$ cat src/rtl/uart_rx.sv
// 8N1 UART receiver: 2-flop line synchronizer, mid-bit sampling of the start bit,
// then one sample per bit period for the data and stop bits.
module uart_rx #(
  parameter int unsigned clocks_per_bit = 3
) (
  input  logic       clk,
  input  logic       rst_n,
  input  logic       ser_rx,
  output logic [7:0] out_data,
  output logic       out_valid,
  output logic       out_frame_err,
  output logic       out_busy
);

  localparam int unsigned TW = (clocks_per_bit > 1) ? $clog2(clocks_per_bit) : 1;
  localparam logic [TW-1:0] T_LAST = TW'(clocks_per_bit - 1);
  localparam logic [TW-1:0] T_HALF = TW'((clocks_per_bit - 1) / 2);

  typedef enum logic [2:0] {
    IDLE,
    START,
    DATA,
    STOP,
    WAIT_HIGH
  } state_e;

  state_e        state_q, state_d;
  logic          sync1_q, sync2_q;
  logic [TW-1:0] timer_q, timer_d;
  logic [2:0]    idx_q, idx_d;
  logic [7:0]    shift_q, shift_d;
  logic [7:0]    data_q, data_d;
  logic          valid_q, valid_d;
  logic          ferr_q, ferr_d;

  always_ff @(posedge clk) begin
    if (!rst_n) begin
      sync1_q <= 1'b1;
      sync2_q <= 1'b1;
      state_q <= IDLE;
      timer_q <= '0;
      idx_q   <= '0;
      shift_q <= '0;
      data_q  <= '0;
      valid_q <= 1'b0;
      ferr_q  <= 1'b0;
    end else begin
      sync1_q <= ser_rx;
      sync2_q <= sync1_q;
      state_q <= state_d;
      timer_q <= timer_d;
      idx_q   <= idx_d;
      shift_q <= shift_d;
      data_q  <= data_d;
      valid_q <= valid_d;
      ferr_q  <= ferr_d;
    end
  end

  always_comb begin
    state_d = state_q;
    timer_d = timer_q;
    idx_d   = idx_q;
    shift_d = shift_q;
    data_d  = data_q;
    valid_d = 1'b0;
    ferr_d  = 1'b0;
    unique case (state_q)
      IDLE: begin
        if (!sync2_q) begin
          state_d = START;
          timer_d = '0;
        end
      end
      START: begin
        // Re-check the line half a bit in so single-cycle glitches are dropped.
        if (timer_q == T_HALF) begin
          if (!sync2_q) begin
            state_d = DATA;
            timer_d = '0;
            idx_d   = '0;
          end else begin
            state_d = IDLE;
          end
        end else begin
          timer_d = timer_q + 1'b1;
        end
      end
      DATA: begin
        if (timer_q == T_LAST) begin
          shift_d = {sync2_q, shift_q[7:1]};
          timer_d = '0;
          idx_d   = idx_q + 3'd1;
          if (idx_q == 3'd7) state_d = STOP;
        end else begin
          timer_d = timer_q + 1'b1;
        end
      end
      STOP: begin
        if (timer_q == T_LAST) begin
          timer_d = '0;
          if (sync2_q) begin
            data_d  = shift_q;
            valid_d = 1'b1;
            state_d = IDLE;
          end else begin
            ferr_d  = 1'b1;
            state_d = WAIT_HIGH;
          end
        end else begin
          timer_d = timer_q + 1'b1;
        end
      end
      WAIT_HIGH: begin
        if (sync2_q) state_d = IDLE;
      end
      default: state_d = IDLE;
    endcase
  end

  always_comb begin
    out_busy      = (state_q != IDLE);
    out_data      = data_q;
    out_valid     = valid_q;
    out_frame_err = ferr_q;
  end

endmodule

$ cat config.mk
export PLATFORM = sky130hd
export DESIGN_NAME = uart_rx
export DESIGN_NICKNAME = d
export VERILOG_FILES = /design/src/rtl/uart_rx.sv
export SDC_FILE = /design/constraint.sdc
export NUM_CORES = 1
export LEC_CHECK = 0
export CAP_MARGIN = 20
export CORE_ASPECT_RATIO = 0.8
export CORE_MARGIN = 5
export CORE_UTILIZATION = 26
export CTS_CLUSTER_DIAMETER = 60
export CTS_CLUSTER_SIZE = 24
export DETAILED_ROUTE_END_ITERATION = 8
export DONT_BUFFER_PORTS = 1
export SETUP_SLACK_MARGIN = 0.05
export SLEW_MARGIN = 20
export SYNTH_ARGS = -nofsm -noshare
export SYNTH_HDL_FRONTEND = slang
export SYNTH_SLANG_ARGS = --single-unit
$ cat constraint.sdc
create_clock -name clk -period 1.5 [get_ports clk]
set_input_delay 0.15 -clock clk [delete_from_list [all_inputs] [get_ports clk]]
set_output_delay 0.15 -clock clk [all_outputs]
set_load 0.005 [all_outputs]
==> flow_summary.yaml, run 1 <==
critical_path:
  critical_path.endpoint_type: "output port"
  required_ns: 1.35
  cp.arrival_ns: 1.21
  startpoint_type: "register"
  crit_fanout: 8
  crit_type: "reg2out"
power_and_ir_drop:
  swShare_pct: 24.3
  combPwrFrac_pct: 15.3
  pwr-share-clk_pct: 35.8
  leakage_nw: 0.553
  power.internal_w: 0.00127
  power_w: 0.00167
  peakVddDrop_mv: 0.331
  switchingPower_w: 0.000406
  seq_power_share_pct: 48.9
  p_per_area_nw_per_um2: 1240
global_routing:
  grt_pass1_wl_mm: 3.77
  grt_pass1_vias: 770
  antenna_found_initial: 0
  grt_overflow: 0
  grt_max_degree: 17
  grt_usage_pct: 7.98
die:
  core-area_um2: 4280
  row_count: 21
  io_pins: 14
  dieArea_um2: 5990
  die_w_um: 85.3
  die_h_um: 70.2
  start_util_pct: 27.5
sta:
  skew_ns: 0.00548
  period_share_pct: 90.5
  maxSlewViolCount: 0
  worstMarginPinSlew_ns: 0.333
  tns_ns: 0
  timing.hold.ws_ns: 0.00131
  min_period_ns: 1.36
  rsz0062_at_grt: "false"
  hold_viol: 0
  timing.fmax_mhz: 737
  slew_headroom_pct: 77.7
  setup_viol: 0
final_layout:
  area_growth_syn_to_layout_pct: 14.0
  post-route-util_pct: 31.4
  final_common_cell: "dfxtp_1"
  drive_gt1_share_pct: 10.8
  layout_common_cells: "27 x dfxtp_1, 26 x nand2_1, 13 x a21oi_1, 12 x nor2_1, 10 x mux2i_1"
  diodes: 0
  design_area_um2: 1340
  nets: 145
synthesis:
  ys_seq_area_share_pct: 47.6
  avgSynthCellArea_um2: 8.73
  yosysWarnings: 0
  ys_ff_latch: 28
  synth_area_um2: 1180
  syn_nets: 140
  synthCells: 135
  synth.distinct_cells: 31
clock_network:
  cts_tree: "built"
  path_clk_slew_ns: 0.10
  cts.sinks: 28
  h-tree-depth: 1
  cts-root-buf: "clkbuf_8"
  worstSkewPairLatency_ns: 0.28
  cts_buffers: 3
  max-clock-path-buffers: 2
place:
  place_congestion: 0.792
  numPortBuffers: 0
  hpwl_mm: 1.61
  dpl_cell_area_um2: 1250
route:
  drc_errors: 0
  num_vias: 905
  wl_per_cell_um: 11.8
  wl_mm: 2.31
  drt_iter0_drc: 110
  ant_nets: 0
  drt_first_pass_iters: 4
  vias_per_cell: 4.62
outcome:
  status: "finished, final reports clean"
run:
  max_cap_viol_count: 0
hold_path:
  hp-class: "in2reg"
## worst paths after layout
kind	startpoint	endpoint	slack [ns]	cells after the start
hold reg to reg	sync1_q	sync2_q	0.42	1
setup / recovery	state_q[0]	out_busy	0.14	2
setup reg to reg	timer_q[0]	out_data[1]	0.15	5
hold / removal	rst_n	state_q[0]	0.001	2
## metal layers
| layer | routed length [um] | track usage [%] | vias up |
|---|---|---|---|
| met3 | 185 | 4.11 | 5 |
| met2 | 944 | 10.1 | 23 |
| li1 | - | - | 465 |
| met5 | 0 | 0 | - |
| met1 | 1130 | 10.9 | 412 |
| met4 | 48 | 3.69 | 0 |
## registers in the layout, summed over array words and instances (netlist names)
register / count
out_frame_err: 1
out_data: 8
state_q: 3
shift_q: 8
idx_q: 3
sync1_q: 1
out_valid: 1
timer_q: 2
sync2_q: 1
## synthesized netlist by cell type, drive strengths merged
| library cell | n | area [um2] |
|---|---|---|
| nor2b | 3 | 18.8 |
| o22ai | 2 | 12.5 |
| a2bb2oi | 1 | 8.76 |
| nor3b | 2 | 20.0 |
| o21ai | 4 | 23.8 |
| clkbuf | 3 | 11.3 |
| ha | 2 | 25.0 |
| nand3 | 1 | 5.00 |
| nor2 | 13 | 48.8 |
| a211oi | 1 | 7.51 |
| nand2b | 8 | 50.1 |
| nand3b | 1 | 7.51 |
| a32oi | 1 | 8.76 |
| xor2 | 1 | 8.76 |
| or3 | 3 | 18.8 |
| buf | 5 | 36.3 |
| a211o | 1 | 8.76 |
| nand4 | 1 | 6.26 |
| mux2i | 10 | 100 |
| inv | 2 | 7.51 |
| a21oi | 13 | 65.1 |
| dfxtp | 28 | 561 |
| a22oi | 1 | 7.51 |
| and2 | 1 | 6.26 |
| and2b | 1 | 7.51 |
| nand2 | 26 | 97.6 |
## area by class of cell
| type | instances | area [um2] |
|---|---|---|
| fill | 442 | 2940 |
| multi-input combinational | 97 | 567 |
| timing repair buffer | 8 | 65.1 |
| sequential | 28 | 562 |
| inverter | 2 | 7.51 |
| clock inverter | 1 | 30.0 |
| clock buffer | 3 | 41.3 |
| tap | 57 | 71.3 |
## metrics by stage
| step | instances | setup slack, ns |
|---|---|---|
| after global placement | 190 | 0.210 |
| after floorplan | 135 | 0.285 |
| after global routing | 196 | 0.0553 |
| after detailed placement | 190 | 0.160 |
| after CTS | 196 | 0.102 |
| final | 196 | 0.143 |
## timing repair
action | CTS | global route
hold buffers | 2 | 0
setup buffers | 0 | 0
resized for setup | 0 | 3
endpoints found under the setup margin | 0 | 8
endpoints found under the hold margin | 3 | 0
## critical path, cell delays in order, from the launching register on
cell and delay, ns:
dfxtp_2 0.36, buf_4 0.16, or3_1 0.40
## power by group through the flow
stage / Clock, W / Combinational, W / Sequential (W)
global route: 0.000640 / 0.000286 / 0.000824
global placement: 0 / 0.000253 / 0.000827
finish: 0.000598 / 0.000257 / 0.000818
CTS: 0.000615 / 0.000257 / 0.000812
detailed placement: 0 / 0.000250 / 0.000830
floorplan: 0 / 0.000217 / 0.000813
## cell families (layout without fill, tap and decap cells)
kind of cell    count (synthesis)  in the layout  share of synthesized area [%]
simple gates                   60             60                           24.3
flops                          28             28                           47.6
compound gates                 24             24                           12.1
mux                            10             10                           8.49
buf+inv                        10             14                           4.67
fa+ha+maj                       2              2                           2.12
xor+xnor                        1              1                          0.743
(Power assumes the default switching activity.)
==> run 2, diff against run 1 <==
--- a/config.mk
+++ b/config.mk
@@ -10,7 +10,6 @@
 export CORE_MARGIN = 5
 export CORE_UTILIZATION = 26
 export CTS_CLUSTER_DIAMETER = 60
-export CTS_CLUSTER_SIZE = 24
 export DETAILED_ROUTE_END_ITERATION = 8
 export DONT_BUFFER_PORTS = 1
 export SETUP_SLACK_MARGIN = 0.05
==> results of run 2 <==
Final layout, timing and power as in run 1 (identical DEF).
==> run 3, diff against run 2 <==
--- a/config.mk
+++ b/config.mk
@@ -12,6 +12,7 @@
 export CTS_CLUSTER_DIAMETER = 60
 export DETAILED_ROUTE_END_ITERATION = 8
 export DONT_BUFFER_PORTS = 1
+export PLACE_DENSITY = 0.35
 export SETUP_SLACK_MARGIN = 0.05
 export SLEW_MARGIN = 20
 export SYNTH_ARGS = -nofsm -noshare
==> flow_summary.yaml, run 3 (synthesis results as in run 1) <==
outcome:
  status: "finished, final reports clean"
critical_path:
  crit_fanout: 9
  r2r-start: "timer_q[1]"
  worst_path_largest_cell_delay_ns: 0.40
  crit_type: "reg2reg"
  startpoint_type: "register"
  crit_slowest_cell: "dfxtp_1"
  critical_path.endpoint_type: "register"
  rrSetupSlack_ns: 0.19
  crit_chain: "nor3b_4, nand4_1, buf_4, mux2i_1, nor2_1"
  reg2reg_to: "out_data[0]"
  required_ns: 1.64
  rr_worst_depth: 5
  cp.arrival_ns: 1.45
route:
  wl_mm: 2.50
  wl_per_cell_um: 12.8
  drt_first_pass_iters: 4
  vias_per_cell: 4.64
  ant_nets: 0
  drt_iter0_drc: 73
  drc_errors: 0
  num_vias: 910
final_layout:
  layout_common_cells: "27 x dfxtp_1, 26 x nand2_1, 13 x a21oi_1, 12 x nor2_1, 10 x mux2i_1"
  fin_cells: 196
  final_common_cell: "dfxtp_1"
  nets: 146
  area_growth_syn_to_layout_pct: 12.6
  diodes: 0
  drive_gt1_share_pct: 10.8
  design_area_um2: 1330
  fill_cells: 456
sta:
  worstMarginPinSlew_ns: 0.559
  period_share_pct: 87.1
  slew_headroom_pct: 62.7
  min_period_ns: 1.31
  timing.fmax_mhz: 765
  timing.hold.ws_ns: 0.0154
  setup_viol: 0
  skew_ns: 0.00449
  layout_setup_ws_ns: 0.193
  tns_ns: 0
  hold_viol: 0
  rsz0062_at_grt: "false"
  maxSlewViolCount: 0
place:
  dp_cells: 191
  numPortBuffers: 0
  place_congestion: 0.774
  dpl_cell_area_um2: 1250
  hpwl_mm: 1.78
  dpl_worst_slack_ns: 0.176
clock_network:
  cts.sinks: 28
  h-tree-depth: 1
  max-clock-path-buffers: 2
  path_clk_slew_ns: 0.09
  post_cts_buffers: 0
  worstSkewPairLatency_ns: 0.27
  cts-root-buf: "clkbuf_8"
  cts_tree: "built"
  cts_buffers: 3
die:
  die_h_um: 70.2
  row_count: 21
  dieArea_um2: 5990
  die_w_um: 85.3
  core-area_um2: 4280
  start_util_pct: 27.5
  io_pins: 14
run:
  max_cap_viol_count: 0
global_routing:
  grt_usage_pct: 9.19
  grt_pass1_vias: 889
  grt_pass1_wl_mm: 4.46
  grt_overflow: 0
  grt_max_degree: 18
  antenna_found_initial: 0
hold_path:
  holdPathEnd: "idx_q[0]"
  hp-start: "rst_n"
  hold_path_depth: 2
  hp-class: "in2reg"
power_and_ir_drop:
  peakVddDrop_mv: 0.466
  p_per_area_nw_per_um2: 1110
  leakage_nw: 0.542
==> run 3: cell types whose count changed in the layout (fill, tap and decap cells not counted), sizes merged <==
cell / previous run / this run
buf: 6 / 7
bufinv: 1 / 0
==> run 3: through the flow <==
step                util (%)  total power, W
floorplan                  -         0.00103
global placement        29.3         0.00109
detailed placement      29.3         0.00108
CTS                     30.7         0.00150
global route            31.0         0.00159
finish                  31.0         0.00148
==> run 3: how the worst max path moves through the flow <==
stage | start | to | slack, ns | cells past startpoint
final | timer_q[1] | out_data[0] | 0.19 | 5
after global routing | timer_q[1] | out_data[3] | 0.05 | 5
after CTS | state_q[1] | idx_q[2] | 0.16 | 5
after detailed placement | state_q[1] | idx_q[2] | 0.18 | 5
after global placement | idx_q[0] | state_q[1] | 0.17 | 6
after floorplan | timer_q[1] | out_data[0] | 0.29 | 5
==> run 3: metal layers <==
metal  wire, um  global-route usage [%]  vias to the layer above  part of all wire (%)
li1           -                       -                      462                     -
met1       1260                    12.3                      435                    50
met2       1120                    14.1                       11                    45
met3        117                    3.64                        2                   4.7
met4          9                    1.58                        0                  0.36
met5          0                       0                        -                     0
==> run 3: cell type report <==
class	count	area, um2	share of cell area, %
Timing Repair Buffer	9	72.6	5.47
Clock buffer	3	41.3	3.11
Multi-Input combinational cell	97	573	43.2
Tap cell	57	71.3	5.37
Inverter	2	7.51	0.566
Sequential cell	28	562	42.3
==> run 3: timing repair <==
item                                    4_1_cts  5_1_grt
hold buffers                                  2        0
endpoints found under the hold margin         2        0
endpoints found under the setup margin        0       14
gates resized for setup                       0        4
==> run 3: critical path: cells and delay by family (launching register included) <==
family                 cells  cell delay [ns]
muxes                      1             0.17
DFF                        1             0.40
and+or+nand+nor            3             0.42
buffers and inverters      1             0.20
==> run 3: report_power, final <==
part | total (W) | internal, W | switching (W)
clock network | 0.000404 | 0.000180 | 0.000224
registers | 0.000818 | 0.000773 | 0.0000457
logic | 0.000256 | 0.000135 | 0.000121
total | 0.00148 | 0.00109 | 0.000390
